**config.mk**
```make
export PLATFORM = sky130hd
export DESIGN_NAME = reg_group_p
export DESIGN_NICKNAME = d
export VERILOG_FILES = /design/src/rtl/reg_group_p.sv
export SDC_FILE = /design/constraint.sdc
export NUM_CORES = 1
export LEC_CHECK = 0
export CAP_MARGIN = 25
export CORE_AREA = 2 2 67 69
export CTS_CLUSTER_DIAMETER = 60
export DETAILED_ROUTE_END_ITERATION = 8
export DIE_AREA = 0 0 69 71
export PLACE_DENSITY = 0.7
export SLEW_MARGIN = 20
export SYNTH_ARGS = -nofsm -noshare
export SYNTH_HDL_FRONTEND = slang
export SYNTH_SLANG_ARGS = --single-unit
```
**constraint.sdc**
```tcl
create_clock -name clk -period 1.5 [get_ports clk]
set_clock_uncertainty 0.1 [all_clocks]
set_input_delay 0.15 -clock clk [delete_from_list [all_inputs] [get_ports clk]]
set_output_delay 0.15 -clock clk [all_outputs]
set_load 0.05 [all_outputs]
```
**src/rtl/reg_group_p.sv**
```systemverilog
// reg_group_p: register file, 2 async reads, 1 sync write, busy scoreboard.
// Ports: clk rst_n we sr dr i lock lock_addr / s d s_busy d_busy busy_vec.
// Optional REG_GROUP_BYPASS_EN: write-through forwarding onto s/d.
module reg_group_p #(
  parameter int DW = 8,
  parameter int NREG = 4,
  localparam int AW = $clog2(NREG)
) (
  input  logic          clk,
  input  logic          rst_n,
  input  logic          we,
  input  logic [AW-1:0] sr,
  input  logic [AW-1:0] dr,
  input  logic [DW-1:0] i,
  input  logic          lock,
  input  logic [AW-1:0] lock_addr,
  output logic [DW-1:0] s,
  output logic [DW-1:0] d,
  output logic          s_busy,
  output logic          d_busy,
  output logic [NREG-1:0] busy_vec
);

  logic [DW-1:0]   regs [NREG];
  logic [NREG-1:0] busy;
  logic            s_ok;
  logic            d_ok;

  assign s_ok = int'(sr) < NREG;
  assign d_ok = int'(dr) < NREG;
  assign busy_vec = busy;

  always_ff @(posedge clk or negedge rst_n) begin
    if (!rst_n) begin
      for (int k = 0; k < NREG; k++) begin
        regs[k] <= '0;
      end
    end else begin
      for (int k = 0; k < NREG; k++) begin
        if (we && dr == AW'(k)) begin
          regs[k] <= i;
        end
      end
    end
  end

  // Lock is applied after the write clear so a new owner
  // keeps the register busy over the retiring one.
  always_ff @(posedge clk or negedge rst_n) begin
    if (!rst_n) begin
      busy <= '0;
    end else begin
      for (int k = 0; k < NREG; k++) begin
        if (lock && lock_addr == AW'(k)) begin
          busy[k] <= 1'b1;
        end else if (we && dr == AW'(k)) begin
          busy[k] <= 1'b0;
        end
      end
    end
  end

  always_comb begin
    s      = '0;
    d      = '0;
    s_busy = 1'b0;
    d_busy = 1'b0;
    if (s_ok) begin
      s      = regs[sr];
      s_busy = busy[sr];
    end
    if (d_ok) begin
      d      = regs[dr];
      d_busy = busy[dr];
    end
`ifdef REG_GROUP_BYPASS_EN
    // Forwarding is held off in reset so outputs stay 0.
    if (rst_n && we && d_ok) begin
      d      = i;
      d_busy = lock && (lock_addr == dr);
      if (sr == dr) begin
        s      = i;
        s_busy = lock && (lock_addr == sr);
      end
    end
`endif
  end

endmodule

```
# Word level (Yosys, flattened, before mapping)
# Cells that the tools add are included.
dict set report word_totals {
  word_cells 52
  input_bits 18
  regBits 36
}
dict set report classes {
  n_reduce_logical 14
  eq_ne 6
  mux 18
  n_lt_le_gt_ge 4
  bitwise 2
}
# op count
set ops {}
lappend ops {{8-bit binary-select mux with 2-bit select} 2}
lappend ops {{8-bit 2-to-1 mux} 4}
lappend ops {{1-bit 2-to-1 mux} 10}
lappend ops {{2-bit equality test (second input constant)} 4}
lappend ops {{1-bit logical AND} 8}
lappend ops {{2-bit nonzero test} 4}
lappend ops {{3-bit >= comparator (second input constant)} 2}
lappend ops {{2-bit by 3-bit < comparator with 1-bit output (second input constant)} 2}
lappend ops {{2-bit inverter with 3-bit output} 2}
lappend ops {{1-bit binary-select mux with 2-bit select} 2}
lappend ops {{2-bit by 1-bit equality test with 1-bit output (second input constant)} 2}
lappend ops {{2-bit zero test} 2}

# Longest topological paths before layout
# Gate-level depths: netlist (run 1).
dict set report logic_depth {
  depth_word 4
  mapped_depth 3
  mapped_depth_nobuf 2
}

# Worst setup path after synthesis (run 1)
# OpenSTA, ideal clock, no wires.
dict set report synth_timing {
  kind {flip-flop to output port}
  startpoint {register busy[3] (netlist: busy_vec[3])}
  endpoint {output d_busy}
  path_slack_ns 0.000
  n_path_buf 0
  path_stages_with_launch 2
  arrival_time_ns 1.250
  path_cell_list {dfrtp_1 mux4_2}
}
dict set report synth_between {
  elab_chain_cells 2
}
# element line_no
set synth_lines {}
lappend synth_lines {{start, declared} 25} ;# logic [NREG-1:0] busy;
lappend synth_lines {{start signal, assigned} 51} ;# busy <= '0;
lappend synth_lines {{start signal, assigned by index} 55} ;# busy[k] <= 1'b1;
lappend synth_lines {{start signal, assigned by index} 57} ;# busy[k] <= 1'b0;
lappend synth_lines {{1-bit binary-select mux with 2-bit select} 74} ;# d_busy = busy[dr];
lappend synth_lines {{1-bit 2-to-1 mux (implied by the code)} 74}
lappend synth_lines {{end, declared} 20} ;# output logic d_busy,
# No other way between the ends. The select of a mux whose other input is x is not followed.

# Worst setup path after layout (run 1)
dict set report layout_timing {
  startpoint {register busy[1] (netlist: busy_vec[1])}
  endpoint {output d_busy}
}
# The elaborated chain is that of the path after synthesis.

==> results of run 1 <==
-- registers in the layout (all words and copies together), names as in the netlist --
register	count
regs	32
busy_vec	4
-- critical path: stages, from the launching register on --
cell,delay (ns)
dfrtp_2,0.44
mux4_2,0.47
buf_6,0.17
-- where the power goes --
part,leakage (nW),switching [mW],total [mW],internal [mW]
logic,0.714,0.758,1.51,0.748
registers,0.423,0.134,1.29,1.15
clock network,0.0422,0.321,0.646,0.326
total,1.18,1.21,3.44,2.23
-- layout make-up --
| cell class | count | area (sq um) | area share, % |
|---|---|---|---|
| clock inverters | 1 | 5.00 | 0.184 |
| inverters | 3 | 11.3 | 0.414 |
| flip-flops and latches | 36 | 903 | 33.2 |
| repair buffers | 71 | 802 | 29.5 |
| multi-input cells | 59 | 858 | 31.5 |
| clock buffers | 7 | 76.3 | 2.80 |
| well taps | 52 | 65.1 | 2.39 |
-- stage by stage --
stage	worst slack, ns	hold WS, ns
global route	-0.140	0.149
CTS	-0.114	0.132
global placement	-0.358	0.403
finish	-0.104	0.134
floorplan	0.00837	-0.246
detailed placement	-0.366	0.412
-- what timing repair did --
action | CTS | global route
endpoints found under the setup margin | 18 | 18
gates cloned | 2 | 0
setup buffers | 8 | 2
pin swaps | 0 | 0
gates resized for setup | 32 | 0
-- routing by layer --
layer / vias up / global-route usage [%] / wire [microns]
met2: 23 / 34.7 / 2480
met5: - / 0 / 0
li1: 562 / - / -
met1: 628 / 23.1 / 1710
met3: 6 / 3.99 / 123
met4: 0 / 6.32 / 61
-- placed cells by master (no fill, tap or decap), types with 2 or more instances in the layout --
cell | netlist | final
clkbuf_8 | 0 | 5
buf_12 | 0 | 8
mux2_2 | 32 | 32
nand3b_2 | 2 | 2
mux4_2 | 14 | 18
bufbuf_16 | 0 | 2
buf_4 | 1 | 25
inv_1 | 3 | 3
clkdlybuf4s15_2 | 0 | 2
dfrtp_1 | 36 | 34
a32o_1 | 2 | 2
clkbuf_1 | 0 | 2
dfrtp_2 | 0 | 2
buf_6 | 1 | 18
clkdlybuf4s50_1 | 0 | 14
-- how the worst max path moves through the flow --
stage / end / startpoint / cells after the start
2_1_floorplan: d_busy / busy_vec[2] / 1
3_3_place_gp: d[6] / dr[0] / 4
3_5_place_dp: d[6] / dr[0] / 4
4_1_cts: s[6] / regs[6] / 2
5_1_grt: d[6] / regs[30] / 2
6_report: d_busy / busy_vec[1] / 2
-- cells by family (layout without fill, tap and decap cells) --
family          Yosys count  in the layout  share of synthesized area (%)
compound gates            4              4                           2.07
simple gates              5              5                           3.04
mux                      50             50                           43.1
flops                    36             36                           49.7
buf+inv                   7             82                           2.14
==> impl_results.md, run 1 <==
* Power Dens Cells at roughly 1300 mW/mm^2
* Post-synthesis sequential area ratio at between 40% and 50%
* CTS tree: built
* Failing checks: setup timing
* Synth area leaders: dfrtp_1 50%, mux2_2 20%, mux4_2 17%
* Root Buffer: clkbuf_8
* Clock Sink Count at 36
* GRT overflow at 0
* Area grow syn2layout at 50.1%
* Avg WL per Cell at ~19 microns
* Gpl congestion at roughly 0.75
* Slew Viols, Final at 0
* Via count at around 1200
* Setup CP Type: flop to output pin
* Post-synth EDFFs at 0
* Core ar. at 0.00420 sq mm
* Max-cap violations at 0
* Hold Buf Count CTS at 0
* Post-Synthesis Cells at between 100 and 150
* Final setup margin at -0.104 ns
* Total Nets Final at 194
* Worst setup SP type: flop
* Finished Core Util at between 60 and 70%
* Total negative slack at -1.43 ns
* Initial antenna violation count at 0
* Setup Viol. Count Final at 18
* Crit Path Max Fanout at 4
* R2r startpoint: regs[6]
* Least-Margin Pin Slew at approximately 0.21 ns
* Die H at between 70 and 80 microns
* Peak Freq at 623 MHz
* Share of layout cells above drive strength 1 at between 60% and 70%
* Synth top cells by count: 36 x dfrtp_1, 32 x mux2_2, 14 x mux4_2, 4 x mux4_1, 3 x inv_1
* Clock Path Buffers at 2
* Leakage power at around 1.2 nW
* Synthesized flop and latch total at 36
* Hold Path Class: primary input to async pin
* Tmin final at 1.60 ns
* DRT Pass-1 Iters at 3
* Final critical-path share of the clock period at 107%
* Share of flip-flops with an asynchronous set or reset at 100%
* Via density at 5.32
* Iter 0 DRT Violations at 106
* RR Endpoint: regs[6]
* Yosys warning count at 0
* Reg-to-reg slack, setup at 0.51 ns
* Status: finished with violations
* Gr usage total at 19.2%
* H-Tree Depth at 2
* Crit end category: output pin
* Required time of the critical path at roughly 1.3 ns
* Top cell type by total area after synthesis: dfrtp_1
* Buffers on Ports at 39
* Yosys top cell area share at about half
* VDD IR max at ~0.00078 V
* Die width at between 60 and 70 microns
* Vias in the first global route at between 1000 and 1500
* Top_reg_cell synth: dfrtp_1
* Most numerous cell in the Yosys netlist: dfrtp_1
* Starting density of the core at a little over two fifths
* Tot Pwr at ~3.4 mW
* Library cells used by synthesis at 16
* Number of diodes at 0
* Cell Area, Placed at roughly 0.0024 sq mm
* Design Area, Final at around 0.0027 sq mm
* Pin count of the biggest net entering global routing at 37
* Clk slew on worst S/H paths at 0.07 ns
* Number of instances in the placed design at about 210
* Ports at 40
* First-pass GRT wire length at 7130 microns
* WP data arrival at between 1 and 1.5 ns
* Avg Inst Size Synth at ~18 sq um
* Relative slew slack at between 80 and 90%
* Final Hold Viols at 0
* DIE AREA at around 0.0049 sq mm
* RSZ-0062 raised after global routing: yes
* Mapped Area at approximately 0.0018 sq mm
* # DRC at 0
* Routed wire length at between 4000 and 5000 microns
* CTS Buf Count at 5
* Num rows at 24
* ANT nets after route at 0
* Final non-filler cell total at approximately 230
* Synth Net Count at 120
* Clock latency on the worst-skew pair at between 0.2 and 0.3 ns
* Layout fillers at 310
* Worst R2R Path Depth at 2
Note: power is estimated with default switching activity, not from simulation.
==> inputs of run 2 (changes only) <==
--- a/config.mk
+++ b/config.mk
@@ -6,11 +6,11 @@
 export NUM_CORES = 1
 export LEC_CHECK = 0
 export CAP_MARGIN = 25
-export CORE_AREA = 2 2 67 69
+export CORE_AREA = 2 2 61 63
 export CTS_CLUSTER_DIAMETER = 60
 export DETAILED_ROUTE_END_ITERATION = 8
-export DIE_AREA = 0 0 69 71
-export PLACE_DENSITY = 0.7
+export DIE_AREA = 0 0 63 65
+export PLACE_DENSITY = 0.83
 export SLEW_MARGIN = 20
 export SYNTH_ARGS = -nofsm -noshare
 export SYNTH_HDL_FRONTEND = slang
==> run 2 against run 1 <==
The flow still finishes with violations (setup timing). Non-clock buffer count fell by 3. Clock power fell by 24%. Utilization rose by 11 points. Flip-flop and latch count did not move. Global-route usage rose by 4.9 points. Maximum frequency fell by 5.0%. Largest power group unchanged. Combinational power barely moved. Total power fell by 5.0%. Die area fell by 16%. Sequential power barely moved.
==> impl_results.md, run 2 (same netlist as run 1, synthesis figures left out) <==
* Critical path cell sequence: mux4_2, buf_6
* WP data arrival at 1.44 ns (+0.09 ns)
* Total Nets Final at 191 (-1.5%)
* Dpl ws at -0.369 ns (-0.00303 ns)
* Via density at 5.64 (+5.9%)
* Top reg by flops: regs
* Layout fillers at 207 (-33%)
* Worst Path Buf+Inv at 1 (unchanged)
* First-pass GRT wire length at 7040 microns (-1.3%)
* Total negative slack at -2.84 ns (-1.41 ns)
* Slew Viols, Final at 0 (unchanged)
* Starting density of the core at 51.9% (+8.7 points)
* Ports at 40 (unchanged)
* VDD IR max at 0.000623 V (-20%)
* Power Dens Cells at 1240 mW/mm^2 (-2.1%)
* Clk slew on worst S/H paths at 0.11 ns (+0.04 ns)
* DRT Pass-1 Iters at 4 (+1)
* Avg WL per Cell at 19.1 microns (about the same)
* Final critical-path share of the clock period at 113% (+5.6 points)
* Top delay family on crit path: multiplexers
* Worst setup SP type: flop
* Root Buffer: clkbuf_4
* Most frequent cells in the layout: 35 x dfrtp_1, 32 x mux2_2, 23 x buf_4
* Vias in the first global route at 1369 (-1.9%)
* Required time of the critical path at 1.25 ns (about the same)
* Cell Area, Placed at 0.00241 sq mm (-1.0%)
* Gpl congestion at 0.791 (+6.1%)
* Setup Viol. Count Final at 18 (unchanged)
* CP peak stage delay at 0.49 ns (+0.02 ns)
* Design Area, Final at 0.00264 sq mm (-2.9%)
* Initial antenna violation count at 0 (unchanged)
* Crit end category: output pin
* Relative slew slack at 80.7% (-5.3 points)
* Tmin final at 1.69 ns (+0.0842 ns)
* H-Tree Depth at 2 (unchanged)
* Buffers on Ports at 39 (unchanged)
* Number of diodes at 0 (unchanged)
* Hold Path Class: primary input to async pin
* Most common cell after layout, fill and taps aside: dfrtp_1
* Gr usage total at 24.1% (+4.9 points)
* Routed wire length at 4240 microns (-3.0%)
* Die H at 65 microns (-8.5%)
* Crit Path Max Fanout at 4 (unchanged)
* RSZ-0062 raised after global routing: yes
* Failing checks: setup timing
* Largest register FFs at 32 (unchanged)
* Hpwl dp at slightly below 3000 microns
* CTS tree: built
* Final setup margin at -0.188 ns (-0.0842 ns)
* ANT nets after route at 0 (unchanged)
* Setup CP Type: flop to output pin
* Via count at 1252 (+2.7%)
* Status: finished with violations
* Critical path's slowest cell: mux4_2
* Area grow syn2layout at 45.7%
* Iter 0 DRT Violations at 108 (+1.9%)
* DIE AREA at 0.00410 sq mm (-16%)
* GRT overflow at 0 (unchanged)
* Clock latency on the worst-skew pair at 0.35 ns (+0.07 ns)
* Peak Freq at 592 MHz (-5.0%)
* Leakage power at 1.15 nW (-2.7%)
* # DRC at 0 (unchanged)
* Pin count of the biggest net entering global routing at 37 (unchanged)
* Num rows at 22 (-8.3%)
* Share of layout cells above drive strength 1 at 64.4% (-2.3 points)
* Least-Margin Pin Slew at 0.289 ns (+0.0791 ns)
* Die width at 63 microns (-8.7%)
* Reg-to-reg slack, setup at 0.37 ns (-0.14 ns)
* Clock Sink Count at 36 (unchanged)
* CTS Buf Count at 5 (unchanged)
* Max-cap violations at 0 (unchanged)
* Clock Path Buffers at 2 (unchanged)
* Core ar. at 0.00350 sq mm (-17%)
* Finished Core Util at 75.6% (+11 points)
* Final Hold Viols at 0 (unchanged)
run 2: cell count changes in the layout (fill, tap and decap cells not counted), sizes merged:
cell           delta
buf               -3
clkdlybuf4s15     -2
dlygate4sd2       +1
clkdlybuf4s50     +1
run 2: final timing paths:
check / end / cells past startpoint / startpoint
setup reg to reg: regs[0] / 3 / regs[0]
hold reg to reg: regs[11] / 1 / regs[11]
setup / recovery: d_busy / 2 / busy_vec[3]
hold / removal: regs[24] / 2 / rst_n
min in group clk: busy_vec[1] / 3 / lock_addr[0]
max in group asynchronous: regs[19] / 2 / rst_n
run 2: through the flow:
stage / hold WS (ns) / power [mW] / instances
after detailed placement: 0.414 / 2.62 / 204
final: 0.0762 / 3.27 / 222
after floorplan: -0.246 / 2.15 / 102
after global placement: 0.400 / 2.57 / 204
after global routing: 0.0721 / 3.42 / 222
after CTS: 0.0723 / 3.27 / 220
run 2: worst reg2reg max path, cell delays in order (launching register included):
cell,delay (ns)
dfrtp_1,0.42
buf_4,0.14
buf_4,0.12
mux2_2,0.25
run 2: layer usage:
metal	wire length, microns	global-route usage (%)
met4	94	10.6
met1	1510	26.2
met2	2390	43.8
met3	241	6.94
met5	0	0
run 2: report_power, final:
group          switching, mW  total [mW]  internal, mW
registers              0.135        1.29          1.15
clock network          0.308       0.491         0.182
logic                  0.760        1.49         0.733
total                   1.20        3.27          2.07
run 2: timing repair:
action	in CTS	in global routing
gates resized for setup	25	0
hold buffers	0	0
endpoints found under the setup margin	18	18
setup buffers	6	2
cloned	2	0
run 2: cell type report:
cell class	instances	area [sq um]	share of cell area [%]
Clock buffer	7	45.0	1.71
Clock inverter	1	5.00	0.189
Inverter	3	11.3	0.426
Multi-Input combinational cell	59	858	32.5
Sequential cell	36	902	34.2
Tap cell	48	60.1	2.27
Timing Repair Buffer	68	759	28.8
==> inputs of run 3 (changes only) <==
--- a/config.mk
+++ b/config.mk
@@ -7,7 +7,7 @@
 export LEC_CHECK = 0
 export CAP_MARGIN = 25
 export CORE_AREA = 2 2 61 63
-export CTS_CLUSTER_DIAMETER = 60
+export CTS_CLUSTER_DIAMETER = 30
 export DETAILED_ROUTE_END_ITERATION = 8
 export DIE_AREA = 0 0 63 65
 export PLACE_DENSITY = 0.83
==> results of run 3 <==
No change in the layout: final DEF, timing and power equal those of run 2.
==> RTL change: new RTL, config.mk and constraints of run 1 <==
Build with the macro `REG_GROUP_BYPASS_EN` defined.
--- a/src/rtl/reg_group_p.sv
+++ b/src/rtl/reg_group_p.sv
@@ -2,4 +2,6 @@
 // Ports: clk rst_n we sr dr i lock lock_addr / s d s_busy d_busy busy_vec.
 // Optional REG_GROUP_BYPASS_EN: write-through forwarding onto s/d.
+`define REG_GROUP_BYPASS_EN
+
 module reg_group_p #(
   parameter int DW = 8,
Check against the original RTL: not equivalent (a bounded check fails within 4 cycles, from zero or initial values and one cycle with rst_n low).
==> RTL change against run 1 <==
The flow still finishes with violations (negative setup slack); worst setup slack got worse by 270 ps; area after synthesis rose by 19%; final area rose by 17%; via count rose by 25%; power rose by 12%; synthesized cell count rose by 31%; count of clock-buffer cells in the layout did not move; sequential cell count did not move; global-route usage rose by 4.1 points; die area did not move; largest cell class is now multi-input gates; highest routed layer unchanged; wire length rose by 21%; register-to-register slack got worse by 150 ps.
==> RTL change: results (changes against run 1) <==
[outcome]
outcome=finished with violations
violations=negative setup slack

[placement]
gp_congestion=0.830  ; +11%
pre_cts_ws_ps=-690  ; -324 ps
dp.cells=251  ; +20%

[yosys]
syn-num-nets=152  ; +27%
syn-mean-instance-area_sq_um=16.1  ; -9.5%
yosys.cell_types.count=22  ; +6
synth_compound_area_frac=0.0209  ; +0.000190
synth_seq_area_share=0.418  ; -0.0790

[global_routing]
grt_pass1_vias=1665  ; +19%
grt_first_pass_wirelength_microns=8690  ; +22%
track_usage=0.234  ; +0.0414

[critical_path]
r2r_end=regs[3]
critPathMaxFanout=3  ; -1
arrival_ps=1620  ; +270 ps
r2r_cells=3  ; +1
r2r_slack_ps=360  ; -150 ps
critPathLaunch=busy_vec[3]

[power_and_ir_drop]
ir_drop_v=0.000702  ; -9.5%
power.leakage_nw=1.41  ; +19%

[timing]
tns_ps=-6070  ; -4630 ps
setup_viol=18  ; unchanged
worstMarginPinSlew_ps=463  ; +254 ps
layout_setup_ws_ps=-374  ; -271 ps

[route]
via_per_inst=5.76  ; +8.2%
drtPass1Iterations=4  ; +1
wl_microns=5280  ; +21%

[final_layout]
seqCellArea_sq_um=906  ; +0.28%
nFillCells=271  ; -13%

RTL change: cell types whose count changed in the layout (fill, tap and decap cells not counted), sizes merged, moves of 2 or more:
cell,change
buf,+11
bufbuf,-2
clkdlybuf4s50,-3
dlygate4sd2,+3
mux2,+17
nand2,+2
nor3,+2
xor2,+6
RTL change: area by class of cell:
cell class / count / share of cell area
Clock buffer: 7 / 0.0239
Inverter: 3 / 0.00353
Multi-Input combinational cell: 87 / 0.387
Sequential cell: 36 / 0.284
Tap cell: 52 / 0.0204
Timing Repair Buffer: 80 / 0.282
RTL change: worst min-delay path by stage:
stage                             end  slack [ps]  cells past startpoint
after floorplan           busy_vec[0]        -250                      0
after global placement       regs[23]         400                      1
after global routing         regs[21]          70                      2
final                        regs[29]          40                      2
after CTS                    regs[21]          40                      2
after detailed placement     regs[19]         410                      1
RTL change: what timing repair did:
item	in CTS	in global routing
buffers inserted	5	2
endpoints found under the setup margin	27	18
pin swaps	2	1
resized for setup	37	1
RTL change: power breakdown:
group / leakage, nW / total, mW / switching, mW / internal, mW
logic: 0.949 / 1.92 / 0.875 / 1.05
registers: 0.421 / 1.28 / 0.128 / 1.16
clock network: 0.0383 / 0.647 / 0.327 / 0.320
RTL change: metal layers:
| metal | global-route usage | routed length [microns] | vias to the layer above |
|---|---|---|---|
| met2 | 0.411 | 2840 | 58 |
| li1 | - | - | 681 |
| met1 | 0.283 | 2020 | 773 |
| met4 | 0.0871 | 136 | 0 |
| met5 | 0 | 0 | - |
| met3 | 0.0513 | 279 | 15 |
RTL change: worst register-to-register path, cell delays in order (launching register included):
cell     delay [ps]
dfrtp_1         410
buf_4           140
buf_4           120
mux2_2          250
